## config.mk

```make
export PLATFORM = sky130hd
export DESIGN_NAME = digit_scan_mux
export DESIGN_NICKNAME = d
export VERILOG_FILES = /design/src/rtl/digit_scan_pkg.sv /design/src/rtl/scan_prescaler.sv /design/src/rtl/digit_scan_mux.sv
export SDC_FILE = /design/constraint.sdc
export NUM_CORES = 1
export LEC_CHECK = 0
export CAP_MARGIN = 20
export CORE_MARGIN = 2
export CORE_UTILIZATION = 35
export DETAILED_ROUTE_END_ITERATION = 7
export PLACE_DENSITY = 0.59
export SETUP_SLACK_MARGIN = 0.5
export SYNTH_ARGS = -nofsm -noshare
export SYNTH_HDL_FRONTEND = slang
export SYNTH_SLANG_ARGS = --single-unit
```

## constraint.sdc

```tcl
create_clock -name i_clk -period 2.4 [get_ports i_clk]
set_input_delay 0.48 -clock i_clk [delete_from_list [all_inputs] [get_ports i_clk]]
set_output_delay 0.48 -clock i_clk [all_outputs]
set_load 0.05 [all_outputs]
```

## src/rtl/digit_scan_pkg.sv

```systemverilog
// ============================================================================
// Module : digit_scan_pkg
// Desc   : Shared defaults, select constant and width helper for digit_scan_mux
// Rev    : 1.0
// ============================================================================
`default_nettype none

package digit_scan_pkg;

  localparam int c_num_digits_def   = 4;
  localparam int c_digit_w_def      = 4;
  localparam int c_scan_div_def     = 100000;
  localparam int c_dead_cycles_def  = 2;
  localparam int c_blink_frames_def = 50;

  // Wide enough for the largest supported digit count; callers slice it down.
  localparam logic [7:0] c_sel_all_off = 8'hFF;

  function automatic int pos_width(input int num_digits);
    return (num_digits > 1) ? $clog2(num_digits) : 1;
  endfunction

endpackage

`default_nettype wire

```

## src/rtl/scan_prescaler.sv

```systemverilog
// ============================================================================
// Module : scan_prescaler
// Desc   : Slot-period counter 0..SCAN_DIV-1 with enable and synchronous clear
// Rev    : 1.0
// ============================================================================
`default_nettype none

module scan_prescaler #(
  parameter int SCAN_DIV = 100000
) (
  input  logic                        i_clk,
  input  logic                        i_reset_n,
  input  logic                        i_enable,
  input  logic                        i_clear,
  output logic                        o_tick,
  output logic [$clog2(SCAN_DIV)-1:0] o_count_next
);

  localparam int CNT_W = $clog2(SCAN_DIV);
  localparam logic [CNT_W-1:0] c_terminal = CNT_W'(SCAN_DIV - 1);

  logic [CNT_W-1:0] r_count;
  logic [CNT_W-1:0] w_count_next;

  // Tick is independent of i_clear so the caller may derive its clear from it.
  assign o_tick = i_enable && (r_count == c_terminal);

  always_comb begin
    w_count_next = r_count;
    if (i_clear) begin
      w_count_next = '0;
    end else if (i_enable) begin
      w_count_next = (r_count == c_terminal) ? '0 : r_count + 1'b1;
    end
  end

  always_ff @(posedge i_clk or negedge i_reset_n) begin
    if (!i_reset_n) begin
      r_count <= '0;
    end else begin
      r_count <= w_count_next;
    end
  end

  assign o_count_next = w_count_next;

endmodule

`default_nettype wire

```

## src/rtl/digit_scan_mux.sv

```systemverilog
// ============================================================================
// Module : digit_scan_mux
// Desc   : Time-multiplexed 7-segment digit scanner with frame snapshot,
//          dead time and blanking. Optional blink via DIGIT_SCAN_BLINK_EN.
// Rev    : 1.0
// ============================================================================
`default_nettype none

module digit_scan_mux
  import digit_scan_pkg::*;
#(
  parameter int NUM_DIGITS  = c_num_digits_def,
  parameter int DIGIT_W     = c_digit_w_def,
  parameter int SCAN_DIV    = c_scan_div_def,
  parameter int DEAD_CYCLES = c_dead_cycles_def
`ifdef DIGIT_SCAN_BLINK_EN
  ,
  parameter int BLINK_FRAMES = c_blink_frames_def
`endif
) (
  input  logic                          i_clk,
  input  logic                          i_reset_n,
  input  logic                          i_enable,
  input  logic [NUM_DIGITS*DIGIT_W-1:0] i_digits,
  input  logic [NUM_DIGITS-1:0]         i_blank_mask,
`ifdef DIGIT_SCAN_BLINK_EN
  input  logic [NUM_DIGITS-1:0]         i_blink_mask,
`endif
  output logic [DIGIT_W-1:0]            o_value,
  output logic [NUM_DIGITS-1:0]         o_digit_sel,
  output logic [$clog2(NUM_DIGITS)-1:0] o_digit_pos,
  output logic                          o_frame_start
);

  localparam int POS_W = pos_width(NUM_DIGITS);
  localparam int CNT_W = $clog2(SCAN_DIV);
  localparam logic [POS_W-1:0]      c_last_pos = POS_W'(NUM_DIGITS - 1);
  localparam logic [NUM_DIGITS-1:0] c_all_off  = c_sel_all_off[NUM_DIGITS-1:0];

  logic                          r_running;
  logic [POS_W-1:0]              r_pos;
  logic [NUM_DIGITS*DIGIT_W-1:0] r_shadow;
  logic [DIGIT_W-1:0]            r_value;
  logic [NUM_DIGITS-1:0]         r_sel;
  logic                          r_frame_start;

  logic                  w_tick;
  logic [CNT_W-1:0]      w_cnt_next;
  logic                  w_start;
  logic [POS_W-1:0]      w_pos_next;
  logic [DIGIT_W-1:0]    w_value_next;
  logic [NUM_DIGITS-1:0] w_sel_lit;
  logic                  w_dead;
  logic                  w_blink_dark;

  scan_prescaler #(
    .SCAN_DIV (SCAN_DIV)
  ) u_prescaler (
    .i_clk        (i_clk),
    .i_reset_n    (i_reset_n),
    .i_enable     (i_enable),
    .i_clear      (!i_enable || !r_running),
    .o_tick       (w_tick),
    .o_count_next (w_cnt_next)
  );

  // A frame starts on the wrap out of the last slot, or on the first enabled cycle.
  assign w_start    = i_enable && (!r_running || (w_tick && (r_pos == c_last_pos)));
  assign w_pos_next = w_start ? '0 : (w_tick ? r_pos + 1'b1 : r_pos);

  assign w_value_next = w_start ? i_digits[DIGIT_W-1:0]
                                : r_shadow[w_pos_next*DIGIT_W +: DIGIT_W];

  assign w_sel_lit = ~(NUM_DIGITS'(1) << w_pos_next);
  assign w_dead    = (w_cnt_next < CNT_W'(DEAD_CYCLES));

`ifdef DIGIT_SCAN_BLINK_EN
  localparam int FW = $clog2(BLINK_FRAMES + 1);

  logic          r_phase;
  logic [FW-1:0] r_frame_cnt;
  logic          w_wrap;
  logic          w_phase_toggle;

  // Only wraps count, so the first frame after an idle start is always lit.
  assign w_wrap         = w_start && r_running;
  assign w_phase_toggle = w_wrap && (r_frame_cnt == FW'(BLINK_FRAMES - 1));
  assign w_blink_dark   = (r_phase ^ w_phase_toggle) && i_blink_mask[w_pos_next];

  always_ff @(posedge i_clk or negedge i_reset_n) begin
    if (!i_reset_n) begin
      r_phase     <= 1'b0;
      r_frame_cnt <= '0;
    end else if (w_wrap) begin
      r_phase     <= r_phase ^ w_phase_toggle;
      r_frame_cnt <= w_phase_toggle ? '0 : r_frame_cnt + 1'b1;
    end
  end
`else
  assign w_blink_dark = 1'b0;
`endif

  always_ff @(posedge i_clk or negedge i_reset_n) begin
    if (!i_reset_n) begin
      r_running     <= 1'b0;
      r_pos         <= '0;
      r_shadow      <= '0;
      r_value       <= '0;
      r_sel         <= c_all_off;
      r_frame_start <= 1'b0;
    end else if (!i_enable) begin
      r_running     <= 1'b0;
      r_pos         <= '0;
      r_sel         <= c_all_off;
      r_frame_start <= 1'b0;
    end else begin
      r_running     <= 1'b1;
      r_pos         <= w_pos_next;
      r_value       <= w_value_next;
      r_frame_start <= w_start;
      if (w_start) begin
        r_shadow <= i_digits;
      end
      if (w_dead || i_blank_mask[w_pos_next] || w_blink_dark) begin
        r_sel <= c_all_off;
      end else begin
        r_sel <= w_sel_lit;
      end
    end
  end

  assign o_value       = r_value;
  assign o_digit_sel   = r_sel;
  assign o_digit_pos   = r_pos[$clog2(NUM_DIGITS)-1:0];
  assign o_frame_start = r_frame_start;

endmodule

`default_nettype wire

```

# Word-level counts from Yosys, hierarchy flattened
# Index checks and enable logic that the tools add are counted.
# Widths: inputs -> output; s select.
dict set report word_totals {
  out_inout_bits 11
  input_bits 23
  regBits 45
  word_cells 38
}
dict set report classes {
  n_lt_le_gt_ge 2
  n_reduce_logical 9
  add_sub_neg 2
  n_bitwise 1
  n_mux 13
  n_eq_ne 2
  n_shift 2
}
# cell n
set ops {}
lappend ops {{$mux 17} 3}
lappend ops {{$add 17x1->17 const B} 1}
lappend ops {{$eq 17x17->1 const B} 1}
lappend ops {{$lt 17x2->1 const B} 1}
lappend ops {{$shiftx 16x5->4} 1}
lappend ops {{$mux 4} 3}
lappend ops {{$mux 2} 3}
lappend ops {{$not 4->4} 1}
lappend ops {{$shl 1x2->4 const A} 1}
lappend ops {{$logic_and 1x1->1} 3}
lappend ops {{$logic_or 1x1->1} 3}
lappend ops {{$lt 2x3->1 const B} 1}
lappend ops {{$mux 1} 3}
lappend ops {{$add 2x1->2 const B} 1}
lappend ops {{$bmux 1 s2} 1}
lappend ops {{$eq 2x2->1 const B} 1}
lappend ops {{$logic_not 1->1} 2}
lappend ops {{$reduce_and 2->1} 1}

# Longest topological paths before layout
# Gate-level depths: netlist (run 1).
dict set report depth {
  ltp_word 11
  mapped_depth 10
  mapped_depth_nobuf 7
}

# Cells and area by module
# From an unflattened synthesis (run 1), not the netlist that was laid out.
dict set report unflattened {
  hier_cells 228
  area_unflattened_um2 2209.6
}
# mod seq_area_each_um2 cells_per_inst area_per_inst_um2 instances
set modules_own_cells {}
lappend modules_own_cells {digit_scan_mux 705.7 137 1320.0 1}
lappend modules_own_cells {scan_prescaler 425.4 91 889.6 1}

# Worst setup path before layout (run 1)
# OpenSTA, ideal clock, no wires.
dict set report synth_path {
  path_kind {flip-flop to flip-flop}
  startpoint {reg u_prescaler.r_count[0]}
  endpoint {reg r_shadow[0]}
  path_buffers 3
  setup_time_ns 0.125
  stages_incl_launch_ff 11
  synth_period_minus_slack_ns 2.328
  arrival_time_ns 2.203
  path_slack_ns 0.072
  t_required_ns 2.275
  cell_sequence {dfrtp_1 > ha_1 > and4bb_2 > and4_1 > buf_6 > and2_4 > a21oi_4 > nand2b_4 > buf_6 > buf_12 > mux2_4}
}
dict set report synth_between {
  elab_chain_len 6
}
# element line_no
set synth_lines {}
lappend synth_lines {{start: declaration} scan_prescaler.sv:22} ;# logic [CNT_W-1:0] r_count;
lappend synth_lines {{start signal: assignment} scan_prescaler.sv:41} ;# r_count <= w_count_next;
lappend synth_lines {{$eq 17x17->1} scan_prescaler.sv:26} ;# assign o_tick = i_enable && (r_count == c_terminal);
lappend synth_lines {{$logic_and 1x1->1} scan_prescaler.sv:26}
lappend synth_lines {{$logic_and 1x1->1} digit_scan_mux.sv:68} ;# assign w_start = i_enable && (!r_running || (w_tick && (r_pos == c_last_pos)));
lappend synth_lines {{$logic_or 1x1->1} digit_scan_mux.sv:68}
lappend synth_lines {{$logic_and 1x1->1} digit_scan_mux.sv:68}
lappend synth_lines {{$reduce_and 2->1 (no line)} n/a}
lappend synth_lines {{end signal: assignment} digit_scan_mux.sv:122} ;# r_shadow <= i_digits;
lappend synth_lines {{end: declaration} digit_scan_mux.sv:42} ;# logic [NUM_DIGITS*DIGIT_W-1:0] r_shadow;
# Every way passes these cells.
# A chain may end at the register's enable or synchronous reset.

# Worst setup path after layout (run 1)
dict set report layout_path {
  startpoint {reg u_prescaler.r_count[0]}
  endpoint {reg r_shadow[11]}
}
# Same word-level chain as after synthesis.

==> summary.md, run 1 <==
| Metric | Value |
|---|---|
| Antenna violations before repair | 0 |
| Pins Over Slew Limit | 0 |
| DR vias/cell | 5.170 |
| Root buf cell | clkbuf_8 |
| Initial Utilization | 36.58% |
| Max-Cap Viols | 0 |
| Total negative slack | 0 ps |
| Die H | 88.96 um |
| Dpl cell area | 3159 sq um |
| Worst-path cell chain | ha_2, and4bb_2, and4_4, and2_4, a21oi_4, nand2b_4, mux2_4 |
| Post-synth EDFFs | 0 |
| Slowest-stage cell, CP | dfrtp_1 |
| Synth area leaders | dfrtp_1, mux2_4, dfstp_2 |
| Clock Sinks | 45 |
| Antenna Nets Post-Route | 0 |
| Global-route wire length before repair | 10.01 mm |
| Leakage | 1.536 nW |
| Tmin final | 2045 ps |
| Layout cells sized above 1 | 36.45% |
| Cell Count Post-Placement | 390 |
| Routed wire length | 6.244 mm |
| DRC | 0 |
| Vias | 2099 |
| Status | complete, no violations |
| Min-Delay Path Class | in2async |
| CP endpoint kind | flop |
| Area growth, synth to finish | 39.57% |
| Total GRT Usage | 16.56% |
| Max Clk Rate | 488.9 MHz |
| Sequential area share after synthesis | 44.77% |
| WP data required | 2590 ps |
| Worst-case clock buffer depth | 2 |
| Fin. Hold Viols | 0 |
| Relative slew slack | 66.14% |
| Synth top area share | 40.61% |
| Die width | 88.96 um |
| Register area | 1135 sq um |
| Synth Cell Area | 2526 sq um |
| Non-filler cells in the finished layout | 406 |
| Max VDD drop | 222.6 uV |
| Startpoint types | flop |
| CORE AREA | 6907 sq um |
| Cell Pwr Density | 460.5 nW/um^2 |
| 1st-iter DRT viols | 130 |
| Diode count | 0 |
| CTS Buf Count | 5 |
| Die Area | 7913 sq um |
| Fin crit share | 85.22% |
| Post-synthesis register bit count | 45 |
| Fin util | 51.05% |
| Most used DFF post-synth | dfrtp_1 |
| Post-route cell area | 3526 sq um |
| PortBufs | 33 |
| Vias in the first global route | 2030 |
| Ports | 34 |
| Syn Area/Cell | 10.48 sq um |
| Largest net degree at the start of global routing | 26 |
| RSZ-0062 raised after global routing | yes |
| Worst slew pin tran | 508.0 ps |
| GP Congestion | 0.8377 |
| Post-synth top area cell | dfrtp_1 |
| Final setup viols | 0 |
| Hold_buf cts | 0 |
| Clock-pin slew of the registers on the worst-case setup and hold paths | 90 ps |
| H-tree depth | 2 |
| Multi-input gate area | 1546 sq um |
| Syn. warnings | 0 |
| Synthesized net count | 266 |
| Asr flop ratio synth | 100.0% |
| Later-pin clock latency in the skew report | 310 ps |
| Fin Clk Skew | 15.35 ps |
| CP max stage delay | 380 ps |
| Layout net count | 334 |
| Rows | 30 |
| Crit path kind | reg2reg |
| Syn Inst Count | 241 |
| Library cells used by synthesis | 54 |
| Routed len/inst | 15.38 um |
| CP arrival | 2240 ps |
| DRT Pass-1 Iters | 4 |
| Overflow left after global routing | 0 |
| CTS tree | built |
| HPWL after DPL | 4.315 mm |
| Max FO, Critical Path | 8 |
| Filler Cell Count | 639 |
## area by class of cell
| class | count | area share [%] |
|---|---|---|
| Multi-Input combinational cell | 182 | 43.86 |
| Clock inverter | 3 | 0.7097 |
| Timing Repair Buffer | 71 | 17.46 |
| Inverter | 4 | 0.4258 |
| Sequential cell | 45 | 32.19 |
| Clock buffer | 5 | 1.952 |
| Tap cell | 96 | 3.407 |
## placed cells by master (no fill, tap or decap), types with 7 or more instances in the layout
master / count
dfrtp_1: 38
buf_4: 35
nor2_1: 25
clkdlybuf4s50_1: 20
mux2_4: 16
nand3_1: 12
nand2_1: 12
xnor2_1: 9
dlygate4sd2_1: 9
xor2_1: 8
nand2b_1: 7
## per-layer routing
metal	routed length (um)	track usage, %
met1	2997	23.63
met2	2979	26.05
met3	192	2.770
met4	74	4.885
met5	0	0
## power by group
| group | total, mW | leakage (nW) | switching, mW | internal, mW |
|---|---|---|---|---|
| logic | 0.276 | 0.933 | 0.131 | 0.146 |
| clock network | 0.493 | 0.0447 | 0.283 | 0.211 |
| registers | 0.854 | 0.558 | 0.0435 | 0.811 |
| total | 1.62 | 1.54 | 0.457 | 1.17 |
## path summary, 6_finish.rpt
path | startpoint | to | slack [ps] | cells after the start
setup / recovery | u_prescaler.r_count[0] | r_shadow[11] | 350 | 7
hold / removal | i_reset_n | u_prescaler.r_count[5] | 140 | 1
setup reg to reg | u_prescaler.r_count[0] | r_shadow[11] | 350 | 7
hold reg to reg | r_shadow[2] | r_shadow[2] | 550 | 1
max in group asynchronous | i_reset_n | u_prescaler.r_count[1] | 1760 | 2
min in group i_clk | r_shadow[2] | r_shadow[2] | 550 | 1
## state kept, by name, indices dropped and copies added, names as in the netlist
signal and count:
o_frame_start 1, o_value 4, o_digit_sel 4, u_prescaler.r_count 17
r_running 1, r_shadow 16, o_digit_pos 2
## cells in the mapped netlist, drive strengths merged, types with 2 or more instances
| master | n |
|---|---|
| nor4 | 3 |
| xor2 | 8 |
| ha | 2 |
| clkbuf | 7 |
| nand3 | 15 |
| nor3 | 2 |
| nand4 | 6 |
| a22oi | 4 |
| and4bb | 2 |
| nor2 | 25 |
| o22ai | 4 |
| and3 | 6 |
| nand2 | 14 |
| a221oi | 4 |
| o31a | 2 |
| mux2i | 2 |
| dfrtp | 41 |
| xnor2 | 9 |
| mux2 | 16 |
| and4 | 3 |
| a31oi | 3 |
| a2111oi | 2 |
| or2 | 2 |
| o21ai | 2 |
| nor2b | 4 |
| a21oi | 8 |
| or3 | 3 |
| and2 | 3 |
| o31ai | 2 |
| a31o | 2 |
| buf | 5 |
| inv | 4 |
| a41o | 5 |
| dfstp | 4 |
| nand2b | 8 |
## cells by family (layout without fill, tap and decap cells)
group | Yosys count | after routing | share of synthesized area, %
adder cells (fa/ha/maj) | 2 | 2 | 0.9904
flip-flops | 45 | 45 | 44.77
buffers and inverters | 16 | 83 | 3.962
AND/OR/NAND/NOR | 100 | 102 | 21.74
multiplexers | 18 | 18 | 9.262
AO/OA/AOI/OAI | 43 | 43 | 13.37
XOR/XNOR | 17 | 17 | 5.894
## metrics by stage
step           total power, mW  hold WS (ps)  worst slack [ps]
6_report                 1.624         141.0             354.7
5_1_grt                  1.701         164.5             261.4
4_1_cts                  1.634         157.5             343.7
3_5_place_dp             1.113         488.9            -171.7
3_3_place_gp             1.107         480.6            -127.1
2_1_floorplan           0.9991         184.4             177.9
## critical path: cells and delay by family, from the launching register on
family	cells	cell delay (ps)
and+or+nand+nor	4	860
muxes	1	310
DFF	1	380
AOI/OAI and AO/OA	1	170
adders and majority gates	1	210
## what timing repair did
item,in CTS,in global routing
buffers inserted,1,5
endpoints found under the hold margin,0,0
setup endpoints to repair,53,43
pin swaps,17,3
cloned,2,0
resized for setup,51,12
Note: power is estimated with default switching activity, not from simulation.
==> inputs of run 2 (changes only) <==
- CAP_MARGIN: 20 -> not set
- CORE_MARGIN: 2 -> not set
- PLACE_DENSITY: 0.59 -> 0.6
- SYNTH_HIERARCHICAL: not set -> 1
==> run 2 against run 1 <==
The run now ends with negative setup slack left. Clock-buffer cell count is 2 higher. Total power is 3.6% higher. Cell count down 3.7%. Sequential cell count did not move. Non-clock buffer count up 17. Global-route usage up 1.8 points. Largest power group unchanged.
==> summary.md, run 2 <==
| Metric | Value |
|---|---|
| Status | complete, but fails checks (was complete, no violations) |
| Failing checks | negative setup slack |
| DR vias/cell | 4.995 (was 5.170) |
| Rows | 28 (was 30) |
| DRC | 0 (unchanged) |
| Routed wire length | 5.671 mm (was 6.244 mm) |
| Total GRT Usage | 18.33% (was 16.56%) |
| Max FFs per register | 17 (unchanged) |
| Crit path kind | reg2reg (unchanged) |
| Fin util | 56.33% (was 51.05%) |
| Top cells by count, synth | nand2_1, dfrtp_1, nor2_1 (was dfrtp_1, nor2_1, nand3_1) |
| Initial Utilization | 36.88% (was 36.58%) |
| DRT Pass-1 Iters | 4 (unchanged) |
| Syn Inst Count | 228 (was 241) |
| Clock-pin slew of the registers on the worst-case setup and hold paths | 90 ps (about the same) |
| Synth top area share | 46.43% (was 40.61%) |
| Ports | 34 (unchanged) |
| Pins Over Slew Limit | 0 (unchanged) |
| Non-filler cells in the finished layout | 391 (was 406) |
| Leakage | 1.500 nW (was 1.536 nW) |
| WP data required | 2590 ps (about the same) |
| Worst slew pin tran | 564.0 ps (was 508.0 ps) |
| Overall Power | 1.681 mW (was 1.624 mW) |
| Max Clk Rate | 375.2 MHz (was 488.9 MHz) |
| Most used DFF post-synth | dfrtp_1 (unchanged) |
| Fin crit share | 111.0% (was 85.22%) |
| Root buf cell | clkbuf_8 (unchanged) |
| Largest net degree at the start of global routing | 46 (was 26) |
| Layout cells sized above 1 | 39.56% (was 36.45%) |
| Final setup viols | 25 (was 0) |
| H-tree depth | 2 (unchanged) |
| Register area | 1132 sq um (was 1135 sq um) |
| Diode count | 0 (unchanged) |
| Syn. warnings | 6 (was 0) |
| Die width | 81.46 um (was 88.96 um) |
| CTS Buf Count | 5 (unchanged) |
| Filler Cell Count | 541 (was 639) |
| RSZ-0062 raised after global routing | yes (unchanged) |
| Asr flop ratio synth | 100.0% (unchanged) |
| Relative slew slack | 62.40% (was 66.14%) |
| 1st-iter DRT viols | 55 (was 130) |
| Top reg by flops | u_prescaler/r_count (was u_prescaler.r_count) |
| Total negative slack | -2906 ps (was 0 ps) |
| PortBufs | 33 (unchanged) |
| Later-pin clock latency in the skew report | 300 ps (was 310 ps) |
| Overflow left after global routing | 0 (unchanged) |
| Area growth, synth to finish | 52.72% (was 39.57%) |
| Global-route wire length before repair | 8.956 mm (was 10.01 mm) |
| Dpl cell area | 3003 sq um (was 3159 sq um) |
| Syn Area/Cell | 9.691 sq um (was 10.48 sq um) |
| CTS tree | built (unchanged) |
| Worst-case clock buffer depth | 2 (unchanged) |
| Min-Delay Path Class | in2async (unchanged) |
| Worst-path cell chain | or4b_1, or4_4, buf_6, nor2_4, mux2_4, mux2i_1, a211oi_1, a311o_1 (was ha_2, and4bb_2, and4_4, and2_4, a21oi_4, nand2b_4, mux2_4) |
| Multi-input gate area | 1209 sq um (was 1546 sq um) |
| HPWL after DPL | 4.021 mm (was 4.315 mm) |
| Startpoint types | flop (unchanged) |
| Antenna violations before repair | 0 (unchanged) |
| Vias | 1953 (was 2099) |
| Met1 Usage GRT | 21.42% (was 23.63%) |
| Most frequent cells in the layout | buf_4, dfrtp_1, nand2_1 (was dfrtp_1, buf_4, nor2_1) |
| GP Congestion | 0.7685 (was 0.8377) |
| Max-Cap Viols | 0 (unchanged) |
| Commonest non-fill, non-tap cell in the layout | buf_4 (was dfrtp_1) |
| CORE AREA | 5991 sq um (was 6907 sq um) |
| Synth area leaders | dfrtp_1, nand2_1, dfstp_2 (was dfrtp_1, mux2_4, dfstp_2) |
| Max VDD drop | 299.2 uV (was 222.6 uV) |
| PnR worst setup slack | -265.0 ps (was 354.7 ps) |
| Biggest regs | u_prescaler/r_count: 17 flops, r_shadow: 16 flops (was u_prescaler.r_count: 17 flops, r_shadow: 16 flops) |
| Post-synthesis register bit count | 45 (unchanged) |
| Clock Sinks | 45 (unchanged) |
| Fin. Hold Viols | 0 (unchanged) |
| Cell Pwr Density | 498.2 nW/um^2 (was 460.5 nW/um^2) |
| Synth Cell Area | 2210 sq um (was 2526 sq um) |
| Vias in the first global route | 1964 (was 2030) |
| Tmin final | 2665 ps (was 2045 ps) |
| Antenna Nets Post-Route | 0 (unchanged) |
| Die H | 81.46 um (was 88.96 um) |
| CP endpoint kind | flop (unchanged) |
| CP max stage delay | 510 ps (was 380 ps) |
| Sequential area share after synthesis | 51.19% (was 44.77%) |
| Post-synth top area cell | dfrtp_1 (unchanged) |
| Count leader, synth | nand2_1 (was dfrtp_1) |
| Gr busiest metal | met2 (unchanged) |
| Post-synth EDFFs | 0 (unchanged) |
| Library cells used by synthesis | 42 (was 54) |
| M3 GR Usage | 4.333% (was 2.770%) |
| Met2 usage | 32.83% (was 26.05%) |
| Max FO, Critical Path | 7 (was 8) |
| Layout net count | 340 (was 334) |
| Fin Clk Skew | 8.711 ps (was 15.35 ps) |
| Post-route cell area | 3374 sq um (was 3526 sq um) |
| Routed len/inst | 14.50 um (was 15.38 um) |
| Synthesized net count | 253 (was 266) |
| Die Area | 6635 sq um (was 7913 sq um) |
| CP arrival | 2850 ps (was 2240 ps) |
| Slowest-stage cell, CP | or4b_1 (was dfrtp_1) |
| Cell Count Post-Placement | 379 (was 390) |
==> run 2: worst max-delay path: cells and delay by family (launching register included) <==
| kind | cells | cell delay, ps |
|---|---|---|
| AND/OR/NAND/NOR | 3 | 1090 |
| multiplexers | 2 | 570 |
| flip-flops | 1 | 390 |
| AO/OA/AOI/OAI | 2 | 370 |
| buffers and inverters | 1 | 140 |
==> run 2: final timing paths <==
check	startpoint	endpoint	slack, ps	depth (start not counted)
worst max-delay path	u_prescaler/r_count[14]	o_value[0]	-260	8
worst min-delay path	i_reset_n	u_prescaler/r_count[14]	250	2
worst max register to register	u_prescaler/r_count[14]	o_value[0]	-260	8
worst min register to register	r_shadow[14]	r_shadow[14]	470	2
max in group asynchronous	i_reset_n	o_digit_pos[0]	1730	2
min in group i_clk	r_shadow[14]	r_shadow[14]	470	2
==> run 2: cell families (layout without fill, tap and decap cells) <==
| logic type | Yosys count | in the layout | share of synthesized area, % |
|---|---|---|---|
| AOI/OAI and AO/OA | 23 | 23 | 7.249 |
| xor gates and xnor gates | 14 | 14 | 5.889 |
| adders and majority gates | 2 | 2 | 1.132 |
| buffers and inverters | 14 | 102 | 3.171 |
| DFF | 45 | 45 | 51.19 |
| muxes | 13 | 13 | 6.455 |
| and+or+nand+nor | 117 | 117 | 24.92 |
==> run 2: what timing repair did <==
| item | CTS | global route |
|---|---|---|
| buffers inserted | 1 | 2 |
| resized for setup | 24 | 53 |
| pin swaps | 4 | 33 |
| gates cloned | 0 | 1 |
| hold buffers | 0 | 0 |
| endpoints found under the setup margin | 44 | 45 |
==> run 2: where the power goes <==
group	internal [mW]	total, mW	switching, mW
combinational	0.118	0.255	0.137
sequential	0.803	0.832	0.0284
clock	0.340	0.594	0.255
total	1.26	1.68	0.420
==> run 2: metal layers <==
layer	vias to the layer above	routed length, um	share of wire, %
met4	0	51	0.90
li1	967	-	-
met3	6	184	3.2
met1	948	2430	43
met2	32	3005	53
met5	-	0	0
==> run 2: final cells by class <==
class | count | area share (%)
clock buffer | 7 | 2.558
clock inverter | 1 | 0.8899
inverter | 6 | 0.8157
multi-input combinational | 169 | 35.82
sequential | 45 | 33.56
tap | 75 | 2.781
timing repair buffer | 88 | 23.58
==> run 2: metrics by stage <==
| stage | worst slack, ps | hold slack (ps) |
|---|---|---|
| 5_1_grt | -397.8 | 301.8 |
| 3_5_place_dp | -493.7 | 462.2 |
| 2_1_floorplan | -140.9 | 184.4 |
| 4_1_cts | -231.7 | 276.4 |
| 6_report | -265.0 | 254.1 |
| 3_3_place_gp | -423.7 | 456.9 |
==> inputs of run 3 (changes only) <==
- SKIP_LAST_GASP: not set -> 1
==> run 3 against run 2 <==
Cell count is 1.5% higher. Clock-buffer cell count stayed put. Sequential power hardly changed. Routed wire length is 3.9% higher. Highest routed layer unchanged. First-iteration DRC count is 22% higher. The flow still finishes with violations (negative setup slack). Non-clock buffer count is 6 higher.
==> summary.md, run 3 (synthesis results as in run 2) <==
| Metric | Value |
|---|---|
| Status | complete, but fails checks (unchanged) |
| Failing checks | negative setup slack (unchanged) |
| Vias | 1948 (was 1953) |
| CP Launch Point | u_prescaler/r_count[14] (unchanged) |
| Vias in the first global route | 1955 (was 1964) |
| Crit path kind | reg2reg (unchanged) |
| Non-filler cells in the finished layout | 397 (was 391) |
| Root buf cell | clkbuf_8 (unchanged) |
| Commonest non-fill, non-tap cell in the layout | buf_4 (unchanged) |
| Fin util | 58.75% (was 56.33%) |
| Largest net degree at the start of global routing | 46 (unchanged) |
| Fin Clk Skew | 8.734 ps (was 8.711 ps) |
| Reg2Reg Launch Point | u_prescaler/r_count[14] (unchanged) |
| Layout cells sized above 1 | 41.93% (was 39.56%) |
| Diode count | 0 (unchanged) |
| Pins Over Slew Limit | 0 (unchanged) |
| CTS tree | built (unchanged) |
| Worst slew pin tran | 562.4 ps (was 564.0 ps) |
| Startpoint types | flop (unchanged) |
| Leakage | 1.551 nW (was 1.500 nW) |
| Internal Power | 1.272 mW (was 1.261 mW) |
| GP Congestion | 0.7685 (unchanged) |
| HPWL after DPL | 4.021 mm (unchanged) |
| Area growth, synth to finish | 59.29% (was 52.72%) |
| CORE AREA | 5991 sq um (unchanged) |
| Antenna Nets Post-Route | 0 (unchanged) |
| Dpl cell area | 3003 sq um (unchanged) |
| Fin. Hold Viols | 0 (unchanged) |
| Die width | 81.46 um (unchanged) |
| Most frequent cells in the layout | buf_4, dfrtp_1, nand2_1 (unchanged) |
| Hold slack | 253.7 ps (was 254.1 ps) |
| Clock-pin slew of the registers on the worst-case setup and hold paths | 90 ps (about the same) |
| Clock power frac | 34.9% (was 35.4%) |
| Min-Delay Path Class | in2async (unchanged) |
| PnR worst setup slack | -302.1 ps (was -265.0 ps) |
| Max Clk Rate | 370.1 MHz (was 375.2 MHz) |
| Post-route cell area | 3520 sq um (was 3374 sq um) |
| Cell Pwr Density | 482.4 nW/um^2 (was 498.2 nW/um^2) |
| Global-route wire length before repair | 8.894 mm (was 8.956 mm) |
| Psw | 425.7 uW (was 420.1 uW) |
| Relative slew slack | 62.50% (was 62.40%) |
| Cell Count Post-Placement | 379 (unchanged) |
| Routed len/inst | 14.84 um (was 14.50 um) |
| Max FFs per register | 17 (unchanged) |
| Overflow left after global routing | 0 (unchanged) |
| RSZ-0062 raised after global routing | yes (unchanged) |
| Max VDD drop | 352.6 uV (was 299.2 uV) |
| WP data required | 2640 ps (was 2590 ps) |
| CP endpoint kind | flop (unchanged) |
| H-tree depth | 2 (unchanged) |
| Worst-case clock buffer depth | 2 (unchanged) |
| Initial Utilization | 36.88% (unchanged) |
| DR vias/cell | 4.907 (was 4.995) |
| Max FO, Critical Path | 8 (was 7) |
| DRC | 0 (unchanged) |
| Clock Sinks | 45 (unchanged) |
| Top reg by flops | u_prescaler/r_count (unchanged) |
| CTS Buf Count | 5 (unchanged) |
| Die Area | 6635 sq um (unchanged) |
| Routed wire length | 5.890 mm (was 5.671 mm) |
| CP arrival | 2940 ps (was 2850 ps) |
| Die H | 81.46 um (unchanged) |
| DRT Pass-1 Iters | 4 (unchanged) |
| Switching share of power | 25.07% (was 24.98%) |
| Comb pwr share | 16.1% (was 15.2%) |
| Sequential Power Share | 49.0% (was 49.5%) |
| Max-Cap Viols | 0 (unchanged) |
| Tmin final | 2702 ps (was 2665 ps) |
| Final setup viols | 26 (was 25) |
| PortBufs | 33 (unchanged) |
| Antenna violations before repair | 0 (unchanged) |
| Total GRT Usage | 18.21% (was 18.33%) |
| Later-pin clock latency in the skew report | 300 ps (about the same) |
| 1st-iter DRT viols | 67 (was 55) |
| Ports | 34 (unchanged) |
| Rows | 28 (unchanged) |
| Pre-CTS setup slack | -493.7 ps (unchanged) |
| Biggest regs | u_prescaler/r_count: 17 flops, r_shadow: 16 flops (unchanged) |
| Layout net count | 346 (was 340) |
| Fin crit share | 112.6% (was 111.0%) |
-- run 3: path summary, 6_finish.rpt --
check | to | slack [ps] | cells after the start
setup reg to reg | o_digit_sel[1] | -300 | 10
max in group asynchronous | o_digit_pos[1] | 1750 | 2
hold / removal | u_prescaler/r_count[14] | 250 | 2
hold reg to reg | r_shadow[14] | 470 | 2
setup / recovery | o_digit_sel[1] | -300 | 10
min in group i_clk | r_shadow[14] | 470 | 2
-- run 3: metal layers --
layer | vias up | share of wire (%) | GRT usage (%)
met5 | - | 0 | 0
met3 | 8 | 2.8 | 4.333
met4 | 0 | 1.3 | 5.893
met2 | 32 | 54 | 32.75
met1 | 934 | 42 | 21.14
li1 | 974 | - | -
-- run 3: through the flow --
step / setup TNS, ps / power, mW
2_1_floorplan: -354.1 / 0.9635
3_3_place_gp: -8146 / 1.073
3_5_place_dp: -8693 / 1.078
4_1_cts: -2291 / 1.665
5_1_grt: -5830 / 1.772
6_report: -3783 / 1.698
-- run 3: worst max-delay path, cell delays in order (launching register included) --
cell and delay, ps:
dfrtp_1 390, or4b_1 530, or4_4 470, o21bai_4 150, buf_12 130, buf_12 140, nor2_4 50, nor4_4 250
nand4_1 260, buf_4 210, nand4_1 60
-- run 3: repair_timing --
item	in CTS	in global routing
endpoints found under the setup margin	44	45
pin swaps	4	35
buffers inserted	1	8
hold buffers	0	0
gates cloned	0	1
resized for setup	19	83
-- run 3: final cells by class --
type | count | area (sq um)
Clock buffer | 7 | 86.33
Timing Repair Buffer | 94 | 883.3
Inverter | 6 | 27.53
Fill cell | 520 | 2471
Multi-Input combinational cell | 169 | 1267
Sequential cell | 45 | 1131
Tap cell | 75 | 93.84
Clock inverter | 1 | 30.03
-- run 3: power groups by stage --
stage | clock network (mW) | registers (mW) | logic [mW]
2_1_floorplan | 0 | 0.873 | 0.0902
3_3_place_gp | 0 | 0.843 | 0.230
3_5_place_dp | 0 | 0.845 | 0.234
4_1_cts | 0.605 | 0.830 | 0.229
5_1_grt | 0.638 | 0.838 | 0.297
6_report | 0.593 | 0.832 | 0.273
